==> src/rtl/sub_serial.sv <==
// Bit-serial subtractor: loads a and b, produces out = a - b (mod 2^WIDTH) LSB-first, one bit per clock.
// Optional SUB_SERIAL_SAT_EN floors the result at zero when the final borrow is set.
module sub_serial #(
  parameter int WIDTH = 8
) (
  input  logic             clk,
  input  logic             rst,
  input  logic             en,
  input  logic [WIDTH-1:0] a,
  input  logic [WIDTH-1:0] b,
  output logic [WIDTH-1:0] out,
  output logic             borrow,
  output logic             done
);

  localparam int CNT_W = $clog2(WIDTH);
  localparam logic [CNT_W-1:0] CNT_LAST = CNT_W'(WIDTH - 1);

  typedef enum logic [1:0] {
    IDLE = 2'd0,
    SUB  = 2'd1,
    DONE = 2'd2
  } state_t;

  state_t           state_q, state_d;
  logic [WIDTH-1:0] a_q, a_d;
  logic [WIDTH-1:0] b_q, b_d;
  logic [WIDTH-1:0] out_q, out_d;
  logic [CNT_W-1:0] cnt_q, cnt_d;
  logic             brw_q, brw_d;
  logic             borrow_q, borrow_d;

  logic             diff_bit;
  logic             brw_nxt;

  // Full-subtractor slice on the current LSBs
  always_comb begin
    diff_bit = a_q[0] ^ b_q[0] ^ brw_q;
    brw_nxt  = (~a_q[0] & b_q[0]) | (~(a_q[0] ^ b_q[0]) & brw_q);
  end

  always_comb begin
    state_d  = state_q;
    a_d      = a_q;
    b_d      = b_q;
    out_d    = out_q;
    cnt_d    = cnt_q;
    brw_d    = brw_q;
    borrow_d = borrow_q;

    case (state_q)
      IDLE: begin
        if (en) begin
          a_d     = a;
          b_d     = b;
          brw_d   = 1'b0;
          cnt_d   = '0;
          out_d   = '0;
          state_d = SUB;
        end
      end
      SUB: begin
        out_d = {diff_bit, out_q[WIDTH-1:1]};
        a_d   = a_q >> 1;
        b_d   = b_q >> 1;
        brw_d = brw_nxt;
        cnt_d = cnt_q + CNT_W'(1);
        if (cnt_q == CNT_LAST) begin
          borrow_d = brw_nxt;
          state_d  = DONE;
`ifdef SUB_SERIAL_SAT_EN
          if (brw_nxt) out_d = '0;
`endif
        end
      end
      DONE: begin
        if (en) state_d = IDLE;
      end
      default: state_d = IDLE;
    endcase
  end

  always_ff @(posedge clk) begin
    if (!rst) begin
      state_q  <= IDLE;
      a_q      <= '0;
      b_q      <= '0;
      out_q    <= '0;
      cnt_q    <= '0;
      brw_q    <= 1'b0;
      borrow_q <= 1'b0;
    end else begin
      state_q  <= state_d;
      a_q      <= a_d;
      b_q      <= b_d;
      out_q    <= out_d;
      cnt_q    <= cnt_d;
      brw_q    <= brw_d;
      borrow_q <= borrow_d;
    end
  end

  // done is a pure decode of state so it drops on the same edge DONE is left
  assign done   = (state_q == DONE);
  assign out    = out_q;
  assign borrow = borrow_q;

endmodule

==> config.mk <==
export PLATFORM = sky130hd
export DESIGN_NAME = sub_serial
export DESIGN_NICKNAME = d
export VERILOG_FILES = /design/src/rtl/sub_serial.sv
export SDC_FILE = /design/constraint.sdc
export NUM_CORES = 1
export LEC_CHECK = 0
export CORE_UTILIZATION = 48
export DETAILED_ROUTE_END_ITERATION = 8
export PLACE_DENSITY = 0.77
export SYNTH_ARGS = -nofsm -noshare
export SYNTH_HDL_FRONTEND = slang
export SYNTH_SLANG_ARGS = --single-unit
export TNS_END_PERCENT = 100
==> constraint.sdc <==
create_clock -name clk -period 1.6 [get_ports clk]
set_input_delay 0.4 -clock clk [delete_from_list [all_inputs] [get_ports clk]]
set_output_delay 0.4 -clock clk [all_outputs]
set_load 0.005 [all_outputs]
==> impl_metrics.tcl <==
set metrics [dict create \
    rows 18 \
    synth_edf_count 0 \
    reg2regPathDepth 5 \
    grt_antenna_before_repair 0 \
    root_buffer "clkbuf_4" \
    crit_arrival_ps 1100 \
    syn_to_final_growth_pct 40.9 \
    postSynthNetCount 152 \
    maxCapViolations 0 \
    die_area_um2 2800 \
    r2r-end "b_q[4]$_SDFFE_PN0P_" \
    clock_latency_ps 340 \
    dr.first_iter.drc_count 11 \
    route.met3.wl_um 134 \
    clockBufferDepth 2 \
    cts_sinks 31 \
    syn_area_um2 1240 \
    p_leak_nw 0.824 \
    synth.distinct_cells 23 \
    status "completed" \
    async_flop_share_pct 0 \
    core_um2 2450 \
    synthTopCellsByArea "dfxtp_1 (50%), o221ai_1 (9.9%), a21oi_1 (6.8%)" \
    place.gp.congestion 0.728 \
    post_drt_via_cell_ratio 5.47 \
    crit_path_start_kind "flop" \
    grt_pass1_vias 1043 \
    ff2ff_setup_slack_ps 140 \
    synth_top_area_share_pct 49.9 \
    drt-met1-wl_um 1230 \
    fillers 199 \
    synth_warnings 0 \
    fin_skew_ps 11.6 \
    rsz0062_at_grt "false" \
    final_net_count 193 \
    grt_pass1_wl_um 4380 \
    crit_type "flop to primary output" \
    worst_slew_pin_slew_ps 579 \
    grt_remaining_overflow 0 \
    num_io_pins 29 \
    grt_max_degree 27 \
    worst_slack_ps 99.7 \
    min_from "a_q[6]$_SDFFE_PN0P_" \
    dr.pass1.iters 4 \
    drcViolationCount 0 \
    tritoncts "done" \
    yosys.area.top_type "dfxtp_1" \
    cp.required_ps 1200 \
    hold_viol_final 0 \
    end_kind "primary output" \
    fin_area_um2 1750 \
    cts_max_level 2 \
    port-buffer-count 28 \
    avgSynthCellArea_um2 9.56 \
    r2r_start "state_q[0]$_SDFFE_PN0P_" \
    syn_inst 130 \
    numCtsBuffers 5 \
    wl_um 2810 \
    clk_pin_slew_ps 90 \
    die_h_um 52.9 \
    whs_path_depth 2 \
    dp_hpwl_um 1870 \
    crit_slowest_cell "dfxtp_4" \
    wl_met2_um 1380 \
    antennaDiodeCount 0 \
    period_minus_slack_ps 1500 \
    gr-usage-all-layers_pct 22.2 \
    wl_per_cell_um 13.9 \
    ant_nets 0 \
    finalCritPeriodShare_pct 93.8 \
    clock.fmax_mhz 667 \
    maxSlewViolCount 0 \
    path_buf_inv 1 \
    crit_path_cell_trace "and2b_2, clkdlybuf4s15_1" \
    die_w_um 52.9 \
    whs_ps 453 \
    crit_cells 2 \
    drive_gt1_share_pct 21.5 \
    synth.ff_latch_count 31 \
    cp_slowest_stage_delay_ps 370 \
    finalSetupViolations 0 \
    dr_total_vias 1104 \
    tns_ps 0 \
    synth_ff_type "dfxtp_1" \
    path_delay_family "flip-flops" \
    min_to "a_q[6]$_SDFFE_PN0P_" \
    start_util_pct 50.6 \
    min_path_type "flop to flop" \
    dpl-instance-area_um2 1590 \
    critical_path.max_fanout 8 \
    ir_worst_vdd_uv 1110 \
    power.density_nw_per_um2 963 \
    routed.top_layer "met4" \
    pre_cts_ws_ps -229 \
    slew_headroom_pct 61.4 \
    seq_area_frac_synth_pct 49.9 \
]
report_power, final:
part	switching, mW	leakage (nW)	internal (mW)
Sequential	0.0230	0.260	0.812
Clock	0.266	0.0482	0.369
Combinational	0.101	0.516	0.114
cell type report:
cell class | instances | area, um^2 | share of cell area [%]
clock inverters | 2 | 35.0 | 2.00
repair buffers | 43 | 420 | 24.0
well taps | 30 | 37.5 | 2.14
flip-flops and latches | 31 | 638 | 36.5
inverters | 17 | 63.8 | 3.65
multi-input cells | 73 | 504 | 28.8
clock buffers | 6 | 51.3 | 2.93
synth_stat cells (all sizes together), types with 2 or more instances:
library cell  count
a21oi            17
a22oi            11
buf               6
clkbuf            3
dfxtp            31
ha                2
inv              16
mux2i             2
nor2             14
o21ai             2
o221ai           14
or4b              2
stage by stage:
step                utilization [%]  power, mW  std cells
floorplan                         -      0.969        130
global placement               64.9       1.06        189
detailed placement             64.9       1.06        189
CTS                            70.1       1.70        201
global route                   71.3       1.76        202
finish                         71.3       1.68        202
layout by cell type, fill, tap and decap left out, types with 2 or more instances in the layout:
cell type | netlist | final
inv_1 | 16 | 16
ha_1 | 2 | 2
dfxtp_4 | 0 | 2
dfxtp_1 | 31 | 21
a21oi_1 | 17 | 17
clkbuf_4 | 0 | 5
a22oi_1 | 11 | 11
mux2i_1 | 2 | 2
dlymetal6s2s_1 | 0 | 7
dlygate4sd2_1 | 0 | 2
clkdlybuf4s50_1 | 0 | 18
o221ai_1 | 14 | 14
dfxtp_2 | 0 | 8
nor2_1 | 14 | 14
buf_4 | 0 | 14
o21ai_0 | 2 | 2
or4b_2 | 2 | 2
metal layers:
metal | global-route usage (%) | vias to the layer above
li1 | - | 552
met5 | 0 | -
met2 | 36.1 | 25
met3 | 6.61 | 8
met1 | 25.5 | 519
met4 | 13.2 | 0
logic make-up (layout without fill, tap and decap cells):
group / after synthesis / count (layout) / synth area share [%]
compound gates: 47 / 47 / 26.5
fa+ha+maj: 3 / 3 / 3.63
buf+inv: 26 / 68 / 9.47
flops: 31 / 31 / 50.0
mux: 2 / 2 / 1.61
simple gates: 21 / 21 / 8.86
worst min-delay path: stages (launching register included):
cell     delay [ps]
dfxtp_1         320
inv_1            50
a21oi_1          50
flip-flops by register name, summed over array words and instances, names as in the netlist:
signal	count
brw_q	1
a_q	8
b_q	8
out	8
borrow	1
state_q	2
cnt_q	3
what timing repair did:
action	4_1_cts	5_1_grt
resized for setup	13	10
hold endpoints to repair	0	0
hold buffers	0	0
endpoints found under the setup margin	9	8
buffers inserted	4	1
worst max-delay path by stage:
stage	start	end
final	state_q[1]$_SDFFE_PN0P_	done
after global routing	state_q[1]$_SDFFE_PN0P_	done
after CTS	out[4]$_SDFFE_PN0P_	out[4]
after detailed placement	en	b_q[4]$_SDFFE_PN0P_
after global placement	en	a_q[0]$_SDFFE_PN0P_
after floorplan	state_q[0]$_SDFFE_PN0P_	a_q[3]$_SDFFE_PN0P_
No activity file was read; power rests on OpenSTA's default activity.
